<file path="src/rtl/axil_sample_fifo_pkg.sv">
// Shared constants and types for the AXI4-Lite sample capture FIFO.
package axil_sample_fifo_pkg;

    localparam int unsigned DATA_W = 32;
    localparam int unsigned STRB_W = DATA_W / 8;

    // Register word index (byte address bits [3:2])
    localparam logic [1:0] REG_DATA   = 2'd0;
    localparam logic [1:0] REG_STATUS = 2'd1;
    localparam logic [1:0] REG_CTRL   = 2'd2;
    localparam logic [1:0] REG_THRESH = 2'd3;

    // STATUS bit positions
    localparam int unsigned STAT_EMPTY = 16;
    localparam int unsigned STAT_FULL  = 17;
    localparam int unsigned STAT_OVF   = 18;

    // CTRL bit positions
    localparam int unsigned CTRL_EN    = 0;
    localparam int unsigned CTRL_FLUSH = 1;
    localparam int unsigned CTRL_IRQEN = 2;

    localparam logic [1:0] RESP_OKAY = 2'b00;

    typedef enum logic [1:0] {
        WR_IDLE,
        WR_ACCEPT,
        WR_RESP
    } wr_state_e;

    typedef enum logic [1:0] {
        RD_IDLE,
        RD_ACCEPT,
        RD_DATA
    } rd_state_e;

    // Stored CTRL fields; flush is a write-only pulse and is not kept
    typedef struct packed {
        logic irq_en;
        logic enable;
    } ctrl_t;

    // Merge write data into the current register value under byte strobes
    function automatic logic [DATA_W-1:0] apply_wstrb(
        input logic [DATA_W-1:0] cur,
        input logic [DATA_W-1:0] wdata,
        input logic [STRB_W-1:0] strb
    );
        logic [DATA_W-1:0] res;
        res = cur;
        for (int unsigned b = 0; b < STRB_W; b++) begin
            if (strb[b]) begin
                res[8*b +: 8] = wdata[8*b +: 8];
            end
        end
        return res;
    endfunction

endpackage

</file>
<file path="src/rtl/axil_sample_fifo_fifo.sv">
// Single-clock first-word-fall-through FIFO with synchronous flush.
module sync_fifo_fwft #(
    parameter int unsigned DEPTH_LOG2 = 4,
    parameter int unsigned WIDTH      = 32
) (
    input  logic                  clk,
    input  logic                  rst_n,
    input  logic                  push,
    input  logic [WIDTH-1:0]      push_data,
    input  logic                  pop,
    input  logic                  flush,
    output logic [WIDTH-1:0]      head_data_c,
    output logic [DEPTH_LOG2:0]   level,
    output logic                  full_c,
    output logic                  empty_c
);

    localparam int unsigned DEPTH = 1 << DEPTH_LOG2;
    localparam int unsigned LVL_W = DEPTH_LOG2 + 1;

    logic [WIDTH-1:0]      mem_q [DEPTH];
    logic [DEPTH_LOG2-1:0] wr_ptr_q, wr_ptr_d;
    logic [DEPTH_LOG2-1:0] rd_ptr_q, rd_ptr_d;
    logic [LVL_W-1:0]      level_q, level_d;
    logic                  push_ok_c;
    logic                  pop_ok_c;

    assign full_c      = (level_q == LVL_W'(DEPTH));
    assign empty_c     = (level_q == '0);
    assign head_data_c = mem_q[rd_ptr_q];
    assign level       = level_q;
    assign push_ok_c   = push && !full_c;
    assign pop_ok_c    = pop && !empty_c;

    // Pointer and level update; flush overrides any push or pop
    always_comb begin
        wr_ptr_d = wr_ptr_q;
        rd_ptr_d = rd_ptr_q;
        level_d  = level_q;
        if (flush) begin
            wr_ptr_d = '0;
            rd_ptr_d = '0;
            level_d  = '0;
        end else begin
            if (push_ok_c) begin
                wr_ptr_d = wr_ptr_q + DEPTH_LOG2'(1);
            end
            if (pop_ok_c) begin
                rd_ptr_d = rd_ptr_q + DEPTH_LOG2'(1);
            end
            case ({push_ok_c, pop_ok_c})
                2'b10:   level_d = level_q + LVL_W'(1);
                2'b01:   level_d = level_q - LVL_W'(1);
                default: level_d = level_q;
            endcase
        end
    end

    // Pointer and level registers
    always_ff @(posedge clk or negedge rst_n) begin
        if (!rst_n) begin
            wr_ptr_q <= '0;
            rd_ptr_q <= '0;
            level_q  <= '0;
        end else begin
            wr_ptr_q <= wr_ptr_d;
            rd_ptr_q <= rd_ptr_d;
            level_q  <= level_d;
        end
    end

    // Storage array; contents are don't-care until pushed, so no reset
    always_ff @(posedge clk) begin
        if (push_ok_c && !flush) begin
            mem_q[wr_ptr_q] <= push_data;
        end
    end

endmodule

</file>
<file path="src/rtl/axil_sample_fifo.sv">
// Sample capture FIFO drained by the PS over an AXI4-Lite slave, with level IRQ.
module axil_sample_fifo
    import axil_sample_fifo_pkg::*;
#(
    parameter int unsigned DEPTH_LOG2 = 4,
    parameter int unsigned ADDR_WIDTH = 4
) (
    input  logic                  aclk,
    input  logic                  aresetn,
    input  logic [DATA_W-1:0]     s_tdata,
    input  logic                  s_tvalid,
    output logic                  s_tready,
    input  logic [ADDR_WIDTH-1:0] s_axi_awaddr,
    input  logic                  s_axi_awvalid,
    output logic                  s_axi_awready,
    input  logic [DATA_W-1:0]     s_axi_wdata,
    input  logic [STRB_W-1:0]     s_axi_wstrb,
    input  logic                  s_axi_wvalid,
    output logic                  s_axi_wready,
    output logic [1:0]            s_axi_bresp,
    output logic                  s_axi_bvalid,
    input  logic                  s_axi_bready,
    input  logic [ADDR_WIDTH-1:0] s_axi_araddr,
    input  logic                  s_axi_arvalid,
    output logic                  s_axi_arready,
    output logic [DATA_W-1:0]     s_axi_rdata,
    output logic [1:0]            s_axi_rresp,
    output logic                  s_axi_rvalid,
    input  logic                  s_axi_rready,
    output logic                  irq
);

    localparam int unsigned LVL_W = DEPTH_LOG2 + 1;

    wr_state_e         wr_state_q, wr_state_d;
    rd_state_e         rd_state_q, rd_state_d;
    logic              awready_q, awready_d;
    logic              bvalid_q, bvalid_d;
    logic              arready_q, arready_d;
    logic              rvalid_q, rvalid_d;
    logic [DATA_W-1:0] rdata_q, rdata_d;
    ctrl_t             ctrl_q, ctrl_d;
    logic [LVL_W-1:0]  thresh_q, thresh_d;
    logic              ovf_q, ovf_d;
    logic              irq_q, irq_d;

    logic              wr_en_c;
    logic              rd_en_c;
    logic              wr_hit_c;
    logic              rd_hit_c;
    logic [1:0]        wr_idx_c;
    logic [1:0]        rd_idx_c;
    logic [DATA_W-1:0] ctrl_word_c;
    logic [DATA_W-1:0] wr_cur_c;
    logic [DATA_W-1:0] wr_merged_c;
    logic [DATA_W-1:0] rd_value_c;
    logic              flush_c;
    logic              push_c;
    logic              pop_c;
    logic              unused_c;

    logic [DATA_W-1:0] fifo_head_c;
    logic [LVL_W-1:0]  fifo_level;
    logic              fifo_full_c;
    logic              fifo_empty_c;

    // Address decode: bits [3:2] pick the register, anything above must be zero
    assign wr_idx_c = s_axi_awaddr[3:2];
    assign rd_idx_c = s_axi_araddr[3:2];
    assign wr_hit_c = ((s_axi_awaddr >> 4) == '0);
    assign rd_hit_c = ((s_axi_araddr >> 4) == '0);

    assign s_tready      = ctrl_q.enable && !fifo_full_c;
    assign push_c        = s_tvalid && s_tready;
    assign pop_c         = rd_en_c && rd_hit_c && (rd_idx_c == REG_DATA) && !fifo_empty_c;
    assign s_axi_awready = awready_q;
    assign s_axi_wready  = awready_q;
    assign s_axi_bvalid  = bvalid_q;
    assign s_axi_bresp   = RESP_OKAY;
    assign s_axi_arready = arready_q;
    assign s_axi_rvalid  = rvalid_q;
    assign s_axi_rdata   = rdata_q;
    assign s_axi_rresp   = RESP_OKAY;
    assign irq           = irq_q;
    assign unused_c      = ^{s_axi_awaddr[1:0], s_axi_araddr[1:0], wr_merged_c};

    sync_fifo_fwft #(
        .DEPTH_LOG2 (DEPTH_LOG2),
        .WIDTH      (DATA_W)
    ) u_fifo (
        .clk         (aclk),
        .rst_n       (aresetn),
        .push        (push_c),
        .push_data   (s_tdata),
        .pop         (pop_c),
        .flush       (flush_c),
        .head_data_c (fifo_head_c),
        .level       (fifo_level),
        .full_c      (fifo_full_c),
        .empty_c     (fifo_empty_c)
    );

    // Write channel FSM: pulse awready/wready, then hold bvalid until bready
    always_comb begin
        wr_state_d = wr_state_q;
        awready_d  = 1'b0;
        bvalid_d   = bvalid_q;
        wr_en_c    = 1'b0;
        case (wr_state_q)
            WR_IDLE: begin
                if (s_axi_awvalid && s_axi_wvalid) begin
                    awready_d  = 1'b1;
                    wr_state_d = WR_ACCEPT;
                end
            end
            WR_ACCEPT: begin
                if (s_axi_awvalid && s_axi_wvalid) begin
                    wr_en_c    = 1'b1;
                    bvalid_d   = 1'b1;
                    wr_state_d = WR_RESP;
                end else begin
                    wr_state_d = WR_IDLE;
                end
            end
            WR_RESP: begin
                if (s_axi_bready) begin
                    bvalid_d   = 1'b0;
                    wr_state_d = WR_IDLE;
                end
            end
            default: wr_state_d = WR_IDLE;
        endcase
    end

    // Read channel FSM: pulse arready, register rdata, hold rvalid until rready
    always_comb begin
        rd_state_d = rd_state_q;
        arready_d  = 1'b0;
        rvalid_d   = rvalid_q;
        rdata_d    = rdata_q;
        rd_en_c    = 1'b0;
        case (rd_state_q)
            RD_IDLE: begin
                if (s_axi_arvalid) begin
                    arready_d  = 1'b1;
                    rd_state_d = RD_ACCEPT;
                end
            end
            RD_ACCEPT: begin
                if (s_axi_arvalid) begin
                    rd_en_c    = 1'b1;
                    rvalid_d   = 1'b1;
                    rdata_d    = rd_value_c;
                    rd_state_d = RD_DATA;
                end else begin
                    rd_state_d = RD_IDLE;
                end
            end
            RD_DATA: begin
                if (s_axi_rready) begin
                    rvalid_d   = 1'b0;
                    rd_state_d = RD_IDLE;
                end
            end
            default: rd_state_d = RD_IDLE;
        endcase
    end

    // Read data mux; an empty DATA read returns zero
    always_comb begin
        rd_value_c = '0;
        if (rd_hit_c) begin
            case (rd_idx_c)
                REG_DATA: begin
                    rd_value_c = fifo_empty_c ? '0 : fifo_head_c;
                end
                REG_STATUS: begin
                    rd_value_c[LVL_W-1:0]  = fifo_level;
                    rd_value_c[STAT_EMPTY] = fifo_empty_c;
                    rd_value_c[STAT_FULL]  = fifo_full_c;
                    rd_value_c[STAT_OVF]   = ovf_q;
                end
                REG_CTRL:   rd_value_c = ctrl_word_c;
                REG_THRESH: rd_value_c = DATA_W'(thresh_q);
                default:    rd_value_c = '0;
            endcase
        end
    end

    // CTRL as seen on the bus; flush always reads back zero
    always_comb begin
        ctrl_word_c             = '0;
        ctrl_word_c[CTRL_EN]    = ctrl_q.enable;
        ctrl_word_c[CTRL_IRQEN] = ctrl_q.irq_en;
    end

    // Register writes, overflow tracking and interrupt level
    always_comb begin
        ctrl_d   = ctrl_q;
        thresh_d = thresh_q;
        ovf_d    = ovf_q;
        flush_c  = 1'b0;
        case (wr_idx_c)
            REG_CTRL:   wr_cur_c = ctrl_word_c;
            REG_THRESH: wr_cur_c = DATA_W'(thresh_q);
            default:    wr_cur_c = '0;
        endcase
        wr_merged_c = apply_wstrb(wr_cur_c, s_axi_wdata, s_axi_wstrb);
        if (wr_en_c && wr_hit_c) begin
            case (wr_idx_c)
                REG_STATUS: begin
                    if (s_axi_wstrb[STAT_OVF/8] && s_axi_wdata[STAT_OVF]) begin
                        ovf_d = 1'b0;
                    end
                end
                REG_CTRL: begin
                    ctrl_d.enable = wr_merged_c[CTRL_EN];
                    ctrl_d.irq_en = wr_merged_c[CTRL_IRQEN];
                    flush_c       = wr_merged_c[CTRL_FLUSH];
                end
                REG_THRESH: begin
                    thresh_d = wr_merged_c[LVL_W-1:0];
                end
                default: ;
            endcase
        end
        // A new overflow wins over a simultaneous clear
        if (s_tvalid && ctrl_q.enable && fifo_full_c) begin
            ovf_d = 1'b1;
        end
        irq_d = ctrl_q.irq_en && (thresh_q != '0) && (fifo_level >= thresh_q);
    end

    // State and register flops
    always_ff @(posedge aclk or negedge aresetn) begin
        if (!aresetn) begin
            wr_state_q <= WR_IDLE;
            rd_state_q <= RD_IDLE;
            awready_q  <= 1'b0;
            bvalid_q   <= 1'b0;
            arready_q  <= 1'b0;
            rvalid_q   <= 1'b0;
            rdata_q    <= '0;
            ctrl_q     <= '0;
            thresh_q   <= '0;
            ovf_q      <= 1'b0;
            irq_q      <= 1'b0;
        end else begin
            wr_state_q <= wr_state_d;
            rd_state_q <= rd_state_d;
            awready_q  <= awready_d;
            bvalid_q   <= bvalid_d;
            arready_q  <= arready_d;
            rvalid_q   <= rvalid_d;
            rdata_q    <= rdata_d;
            ctrl_q     <= ctrl_d;
            thresh_q   <= thresh_d;
            ovf_q      <= ovf_d;
            irq_q      <= irq_d;
        end
    end

endmodule
</file>
<file path="config.mk">
export PLATFORM = sky130hd
export DESIGN_NAME = axil_sample_fifo
export DESIGN_NICKNAME = d
export VERILOG_FILES = /design/src/rtl/axil_sample_fifo_pkg.sv /design/src/rtl/axil_sample_fifo_fifo.sv /design/src/rtl/axil_sample_fifo.sv
export SDC_FILE = /design/constraint.sdc
export NUM_CORES = 1
export LEC_CHECK = 0
export ABC_AREA = 1
export CORE_ASPECT_RATIO = 0.75
export CORE_MARGIN = 2
export CORE_UTILIZATION = 35
export CTS_CLUSTER_DIAMETER = 200
export DETAILED_ROUTE_END_ITERATION = 16
export DONT_BUFFER_PORTS = 1
export RECOVER_POWER = 25
export SETUP_SLACK_MARGIN = 0.4
export SYNTH_ARGS = -nofsm -noshare
export SYNTH_HDL_FRONTEND = slang
export SYNTH_HIERARCHICAL = 1
export SYNTH_SLANG_ARGS = --single-unit
export TNS_END_PERCENT = 10
</file>
<file path="constraint.sdc">
create_clock -name aclk -period 3.9 [get_ports aclk]
set_input_delay 0.585 -clock aclk [delete_from_list [all_inputs] [get_ports aclk]]
set_output_delay 0.585 -clock aclk [all_outputs]
set_load 0.01 [all_outputs]
</file>
# [Word level (Yosys, flattened, before mapping)]
# Memory sizes are Yosys's and may differ from the RTL's.
# Cells that the tools add are included.
[totals] ff_bits=62 mem_bits_rw=512 input_bits=84 output_inout_bits=43 memories=1
[classes] n_addsub=4 magnitude_cmp=1 eq_ne=20 mux=41 n_reduce_logical=39
[mem_list] memory="u_fifo.mem_q" words=16 word_bits=32 rd=1 rd_clocked_by_memory_dff=0 wr=1 line_no="axil_sample_fifo_fifo.sv:21" source="logic [WIDTH-1:0] mem_q [DEPTH];"
[op_table] operator="$mux 32" n=1
[op_table] operator="$pmux 5 s4" n=1
[op_table] operator="$mux 1" n=18
[op_table] operator="$mux 4" n=4
[op_table] operator="$mux 5" n=3
[op_table] operator="$eq 2x2->1 const B" n=7
[op_table] operator="$ne 2x2->1 const B" n=7
[op_table] operator="$reduce_bool 2->1" n=7
[op_table] operator="$logic_and 1x1->1" n=13
[op_table] operator="$mux 13" n=1
[op_table] operator="$mux 2" n=6
[op_table] operator="$pmux 2 s3" n=2
[op_table] operator="$reduce_and 3->1" n=4
[op_table] operator="$mux 11" n=1
[op_table] operator="$eq 2x1->1 const B" n=5
[op_table] operator="$pmux 5 s2" n=1
[op_table] operator="$reduce_and 2->1" n=5
[op_table] operator="$pmux 3 s3" n=1
[op_table] operator="$add 4x1->4 const B" n=2
[op_table] operator="$logic_not 2->1" n=3
[op_table] operator="$add 5x1->5 const B" n=1
[op_table] operator="$eq 5x5->1 const B" n=1
[op_table] operator="$ge 5x5->1" n=1
[op_table] operator="$logic_not 5->1" n=1
[op_table] operator="other kinds (6)" n=9

# [Longest topological paths before layout]
# Gate-level depths: netlist of run 1.
[logic_depth] depth_word=9 ltp_mapped=20 ltp_nobuf=19

# [By module]
# The synthesis of run 1 kept the hierarchy.
[modules_own_cells] module="sync_fifo_fwft" n_inst=1 cells_each=1619 area_per_inst_um2=21025.2 seq_area_each_um2=15700.1
[modules_own_cells] module="axil_sample_fifo" n_inst=1 cells_each=294 area_per_inst_um2=2371.0 seq_area_each_um2=1226.2

# [Least setup slack after synthesis of run 1]
# Ideal clock, no wire load.
[synth_timing] kind="input-to-reg" from="input s_axi_awvalid" to="memory u_fifo.mem_q[1][0], enable pin" setup_time_ns=0.461 arrival_ns=3.773 required_ns=3.439 setup_slack_ns=-0.335 cell_stages=10 n_path_buf=1 cell_sequence="nand2_1 -> inv_1 -> nand2_2 -> nor2_2 -> inv_1 -> a21oi_1 -> clkbuf_1 -> nor2_1 -> inv_1 -> nor3_1"
[synth_between] elab_chain_cells=8
[synth_rtl] element="from (decl)" line_no="axil_sample_fifo.sv:14" source="input logic s_axi_awvalid,"
[synth_rtl] element="$logic_and 1x1->1" line_no="axil_sample_fifo.sv:117" source="if (s_axi_awvalid && s_axi_wvalid) begin"
[synth_rtl] element="$mux 1" line_no="axil_sample_fifo.sv:117"
[synth_rtl] element="$mux 1" line_no="axil_sample_fifo.sv:109" source="case (wr_state_q)"
[synth_rtl] element="$mux 1" line_no="axil_sample_fifo.sv:209" source="if (wr_en_c && wr_hit_c) begin"
[synth_rtl] element="via flush_c" line_no="axil_sample_fifo.sv:57" source="logic flush_c;"
[synth_rtl] element="$logic_not 1->1" line_no="axil_sample_fifo_fifo.sv:74" source="if (push_ok_c && !flush) begin"
[synth_rtl] element="$logic_and 1x1->1" line_no="axil_sample_fifo_fifo.sv:74"
[synth_rtl] element="$mux 1" line_no="axil_sample_fifo_fifo.sv:74"
[synth_rtl] element="$mux 1 (not written as such)" line_no="axil_sample_fifo_fifo.sv:75" source="mem_q[wr_ptr_q] <= push_data;"
[synth_rtl] element="to (decl)" line_no="axil_sample_fifo_fifo.sv:21"
# The timed path passes the listed nets, and every way through them passes these cells.

# [Final worst setup path of run 1]
[layout_timing] from="register wr_state_q[0]" to="memory u_fifo.mem_q[0][24], enable pin"
[layout_between] elab_chain_cells=7
[layout_rtl] element="from (decl)" line_no="axil_sample_fifo.sv:35" source="wr_state_e wr_state_q, wr_state_d;"
[layout_rtl] element="from (signal assigned)" line_no="axil_sample_fifo.sv:249" source="wr_state_q <= wr_state_d;"
[layout_rtl] element="$eq 2x1->1" line_no="axil_sample_fifo.sv:109"
[layout_rtl] element="$mux 1" line_no="axil_sample_fifo.sv:109"
[layout_rtl] element="$mux 1" line_no="axil_sample_fifo.sv:209"
[layout_rtl] element="via flush_c" line_no="axil_sample_fifo.sv:57"
[layout_rtl] element="$logic_not 1->1" line_no="axil_sample_fifo_fifo.sv:74"
[layout_rtl] element="$logic_and 1x1->1" line_no="axil_sample_fifo_fifo.sv:74"
[layout_rtl] element="$mux 1" line_no="axil_sample_fifo_fifo.sv:74"
[layout_rtl] element="$mux 1 (not written as such)" line_no="axil_sample_fifo_fifo.sv:75"
# The timed path passes the listed nets, and every way through them passes these cells.

==> results of run 1 <==
## final cells by class
| cell class | count | area share |
|---|---|---|
| inverters | 73 | 0.01064 |
| multi-input cells | 1152 | 0.2158 |
| clock inverters | 38 | 0.01589 |
| flip-flops and latches | 574 | 0.6457 |
| clock buffers | 60 | 0.05319 |
| repair buffers | 42 | 0.01670 |
| well taps | 882 | 0.04208 |
## cell usage in the layout, fill, tap and decap left out, types with 2 or more instances in the layout
| cell type | Yosys | layout |
|---|---|---|
| a21oi_1 | 31 | 31 |
| buf_12 | 1 | 8 |
| buf_4 | 12 | 32 |
| bufinv_16 | 0 | 9 |
| clkbuf_1 | 48 | 5 |
| clkbuf_16 | 0 | 55 |
| clkinv_1 | 1 | 17 |
| clkinv_2 | 0 | 8 |
| clkinv_4 | 0 | 3 |
| clkinvlp_4 | 0 | 2 |
| conb_1 | 1 | 4 |
| dfrtp_1 | 62 | 58 |
| dfrtp_2 | 0 | 2 |
| dfrtp_4 | 0 | 2 |
| edfxtp_1 | 512 | 512 |
| ha_1 | 13 | 13 |
| inv_1 | 71 | 69 |
| inv_6 | 0 | 2 |
| nand2_1 | 206 | 206 |
| nand2_2 | 8 | 8 |
| nand3_1 | 92 | 92 |
| nand3_2 | 5 | 5 |
| nand4_1 | 3 | 3 |
| nor2_1 | 362 | 358 |
| nor2_2 | 4 | 4 |
| nor2_4 | 3 | 7 |
| nor3_1 | 18 | 6 |
| nor3_2 | 0 | 12 |
| o211ai_1 | 129 | 129 |
| o21ai_0 | 241 | 241 |
| o21ai_1 | 24 | 24 |
| or2_2 | 3 | 3 |
## registers in the layout, indices dropped and copies added (netlist names)
signal           cells
wr_state_q           2
u_fifo/wr_ptr_q      4
ctrl_q               2
ovf_q                1
irq                  1
rd_state_q           2
s_axi_bvalid         1
s_axi_awready        1
s_axi_rdata         32
u_fifo/rd_ptr_q      4
thresh_q             5
u_fifo/mem_q       512
s_axi_arready        1
s_axi_rvalid         1
u_fifo/level         5
## power groups by stage
stage	Sequential, mW	Clock, mW	Combinational, mW
detailed placement	7.88	0	5.08
floorplan	7.72	0	3.77
CTS	7.75	5.52	5.12
finish	7.74	5.39	5.07
global placement	7.87	0	4.98
global route	7.81	5.75	5.73
## per-stage QoR
step                setup TNS (ps)  hold WS (ps)  worst slack [ps]
global placement                 0         291.2             972.5
CTS                              0         57.84              1110
detailed placement               0         291.6             935.2
global route                     0         67.84             898.4
finish                           0         93.86              1100
floorplan                   -91660         289.4            -334.7
## cell families (layout without fill, tap and decap cells)
logic type,Yosys count,after routing,synth area share
xor+xnor,1,1,0.0003744
compound gates,427,427,0.1054
fa+ha+maj,14,14,0.007808
other cells,1,4,0.0001603
simple gates,706,706,0.1239
buf+inv,190,213,0.03899
flops,574,574,0.7235
## worst paths after layout
check	to	slack (ps)
min in group asynchronous	ctrl_q[0]	590
worst max register to register	u_fifo/mem_q[0][24]	1100
max in group asynchronous	u_fifo/rd_ptr_q[1]	3010
worst min register to register	thresh_q[3]	510
worst min-delay path	u_fifo/mem_q[7][19]	90
worst max-delay path	u_fifo/mem_q[0][24]	1100
## routing by layer
metal | track usage | vias up | wire (um)
met3 | 0.02895 | 88 | 3112
met2 | 0.2524 | 364 | 25320
met4 | 0.03941 | 0 | 1235
met5 | 0 | - | 0
li1 | - | 6811 | -
met1 | 0.2339 | 7230 | 26070
==> results.yml, run 1 <==
status:
  status: "completed"
timing:
  period_share: 0.7180
  final_max_slew_viol_count: 0
  hold_viol_final: 0
  rsz0062_at_grt: "no"
  period_minus_slack_ps: 2800
  slew_headroom: 0.1778
  max_freq_mhz: 357.1
  worstMarginPinSlew_ps: 1233
  setup_violations: 0
  clock_skew_ps: 12.71
finish:
  final_nets: 1994
  drive_gt1_frac: 0.08510
  insertedDiodeCount: 0
  final_cell_area_um2: 26230
  ff_latch_area_um2: 16940
  nFillCells: 6247
  utilization: 0.3945
  instances_no_fill: 2821
  multiInputGateArea_um2: 5659
  area_growth_pct: 12.10
critical_path:
  crit_cells: 11
  cp_top_family: "simple AND/OR/NAND/NOR gates"
  crit_type: "flop to flop"
  r2r-start: "wr_state_q[0]"
  critPathArrivalTime_ps: 3080
  start_kind: "flop"
  worst_path_max_delay_cell: "nor2_4"
  critPathBufInv: 4
  startpoint: "wr_state_q[0]"
  cp_slowest_stage_delay_ps: 630
  cp-end-kind: "flop"
  cp_cell_sequence: "inv_1, nor2_2, nand2_2, nor2_2, inv_1, a21oi_1, buf_4, nor2_1, nand2_1, nor2_4, buf_12"
  required_ps: 4180
  r2r_cells: 11
  path_max_fanout: 18
routing:
  wl_per_cell_um: 19.76
  wl_um: 55740
  drc: 0
  vias_per_cell: 5.138
  ant_nets: 0
  dr.pass1.iters: 5
  vias: 14490
  drt_iter0_drc: 1472
clock_tree:
  tritoncts: "yes"
  post_cts_buffers: 0
  cts_root_buf: "clkbuf_16"
  htreeDepth: 2
  cts-buffers-inserted: 53
  holdBufCountCts: 2
  post_cts_resized: 0
  clock_sinks: 574
  clkTransAtPathRegs_ps: 60
  worstSkewPairLatency_ps: 580
  clk_path_buf_depth: 3
logic_synthesis:
  ys_async_sr_fraction: 0.1080
  yosys.cell_types.count: 35
  synth_edf_count: 512
  syn_avg_cell_area_um2: 12.23
  synthFlopType: "edfxtp_1"
  yosys_register_bits: 574
  ys_top_cells_by_count: "edfxtp_1, nor2_1, o21ai_0"
  yosys.area.top_type_share: 0.6571
  yosysSeqAreaShare: 0.7235
  yosysTopAreaCell: "edfxtp_1"
  yosysMostFrequentCell: "edfxtp_1"
  syn_area_um2: 23400
  synth.area.top_cells: "edfxtp_1, dfrtp_1, nor2_1"
  syn_inst: 1913
  yosys_warnings: 6
power_and_ir_drop:
  peakVddDrop_mv: 0.6973
  p_switching_mw: 6.215
  p_int_mw: 11.98
  p_per_area_nw_per_um2: 693.9
  power.leakage_nw: 9.086
  seqPwrFrac: 0.425
  p_clk_frac: 0.296
  swShare: 0.3415
  p_total_mw: 18.20
  power_frac_comb: 0.279
floorplanning:
  core_um2: 66480
  die_area_um2: 68950
  rows: 82
  io_pins: 127
  die_w_um: 302.5
  die_height_um: 227.9
  initial_core_util: 0.3519
grt:
  antenna_found_initial: 0
  grt_pass1_vias: 13990
  grt_pass1_wl_um: 85310
  grtUsageTotal: 0.1617
  gr-total-overflow: 0
  grt_max_degree: 283
run:
  cap_violations: 0
placed_design:
  place_congestion: 0.8085
  dp.cells: 2721
  placed_cell_area_um2: 24380
  io_buffers: 0
  place_hpwl_um: 30090
hold_path:
  min_from: "s_tdata[19]"
  hold_path_depth: 0
  hold_class: "input pin to flop"
No activity file was read; power rests on OpenSTA's default activity.
==> run 2, diff against run 1 <==
==> constraint.sdc (replaced) <==
create_clock -name aclk -period 2.7 [get_ports aclk]
set_input_delay 0.405 -clock aclk [delete_from_list [all_inputs] [get_ports aclk]]
set_output_delay 0.405 -clock aclk [all_outputs]
set_load 0.01 [all_outputs]
==> results.yml, run 2 (synthesis gave the netlist of run 1 again) <==
routing:
  vias_per_cell: 5.141
  wl_met3_um: 3888
  vias: 14970
  drt_iter0_drc: 1466
  wl_um: 59570
  wl_met2_um: 27190
  ant_nets: 0
  drc: 0
  dr.pass1.iters: 5
  drt-met1-wl_um: 27260
  top_layer: "met5"
  wl_per_cell_um: 20.46
clock_tree:
  clkTransAtPathRegs_ps: 60
  clk_path_buf_depth: 3
  cts-buffers-inserted: 54
  clock_sinks: 574
  htreeDepth: 2
  cts_root_buf: "clkbuf_16"
  worstSkewPairLatency_ps: 610
  tritoncts: "yes"
timing:
  setup_violations: 0
  hold_viol_final: 0
  setup_ws_ps: 386.3
  max_freq_mhz: 432.2
  fin_tns_setup_ps: 0
  clock_skew_ps: 23.26
  worstMarginPinSlew_ps: 838.1
  final_max_slew_viol_count: 0
  period_minus_slack_ps: 2314
  period_share: 0.8569
  slew_headroom: 0.4378
  rsz0062_at_grt: "yes"
finish:
  mostFrequentLayoutCells: "edfxtp_1, nor2_1, o21ai_0"
  utilization: 0.4134
  drive_gt1_frac: 0.1178
  final_cell_area_um2: 27480
  final_nets: 2083
  area_growth_pct: 17.47
  regMostFlops: "u_fifo/mem_q"
  largest_reg_flops: 512
  final_common_cell: "edfxtp_1"
critical_path:
  crit_type: "flop to flop"
  critPathArrivalTime_ps: 2620
  start_kind: "flop"
  required_ps: 3010
  path_max_fanout: 8
  cp-end-kind: "flop"
floorplanning:
  core_um2: 66480
  die_w_um: 302.5
  io_pins: 127
  initial_core_util: 0.3519
  die_area_um2: 68950
  rows: 82
  die_height_um: 227.9
placed_design:
  placed_cell_area_um2: 24900
  dp_slack_ps: 196.8
  place_hpwl_um: 32130
  io_buffers: 0
  place_congestion: 0.8097
run:
  cap_violations: 0
grt:
  antenna_found_initial: 5
  gr-total-overflow: 0
  grt_max_degree: 131
  grt_pass1_vias: 14260
  grtUsageTotal: 0.1685
  grt_pass1_wl_um: 89040
power_and_ir_drop:
  p_total_mw: 27.07
  power.leakage_nw: 9.599
  p_per_area_nw_per_um2: 984.9
  peakVddDrop_mv: 0.5674
status:
  status: "completed"
hold_path:
  hold_class: "input pin to flop"
## run 2: changes by cell type in the layout (fill, tap and decap cells not counted), moves of 5 or more
| cell | delta |
|---|---|
| dlygate4sd3_1 | +44 |
| buf_12 | +23 |
| nor3_2 | -12 |
| nor3_4 | +12 |
| buf_4 | +11 |
| clkinv_1 | -11 |
| inv_1 | -9 |
| clkbuf_1 | +8 |
| inv_2 | +8 |
| buf_6 | +7 |
| clkinv_2 | +6 |
| nor2_4 | +6 |
| bufinv_16 | -5 |
## run 2: cell type report
cell class,count,area (um2)
timing repair buffer,130,1565
multi-input combinational,1152,5861
sequential,574,16940
inverter,73,287.8
clock buffer,67,1400
antenna,1,2.502
tap,882,1104
clock inverter,33,326.6
fill,6072,39000
## run 2: power breakdown
group          internal (mW)  switching (mW)
Combinational           2.75            5.73
Clock                   4.10            3.36
Sequential              10.6           0.556
Total                   17.4            9.64
## run 2: worst paths after layout
check                               startpoint                   to  slack, ps  depth (start not counted)
worst max-delay path             wr_state_q[0]  u_fifo/mem_q[5][25]        390                         12
worst min-delay path            s_axi_wstrb[2]                ovf_q         30                          3
worst max register to register   wr_state_q[0]  u_fifo/mem_q[5][25]        390                         12
worst min register to register   wr_state_q[1]        wr_state_q[0]        510                          1
max in group asynchronous              aresetn   u_fifo/rd_ptr_q[1]       1970                          2
min in group asynchronous              aresetn       s_axi_rdata[8]        360                          2
## run 2: worst max-delay path, cell delays in order, from the launching register on
cell	delay, ps
dfrtp_1	410
inv_2	70
nor2_1	30
nand2_1	230
nor2_4	70
inv_2	70
a21oi_2	60
nor2_4	190
clkinvlp_4	130
buf_12	160
nor3_4	260
buf_12	160
clkbuf_16	170
## run 2: what timing repair did
action,CTS,global route
gates cloned,0,4
pin swaps,0,21
endpoints found under the hold margin,585,0
setup buffers,2,17
endpoints found under the setup margin,320,518
hold buffers,46,0
gates resized for setup,6,29
## run 2: per-layer routing
metal	vias up	global-route usage
met1	7403	0.2463
met2	479	0.2611
met5	-	0
met4	8	0.03756
met3	90	0.03105
li1	6992	-
## run 2: per-stage QoR
step / hold WS, ps / instances
2_1_floorplan: 109.4 / 1916
3_3_place_gp: 111.3 / 2742
3_5_place_dp: 111.4 / 2742
4_1_cts: 2.593 / 2890
5_1_grt: 27.72 / 2912
6_report: 33.33 / 2912
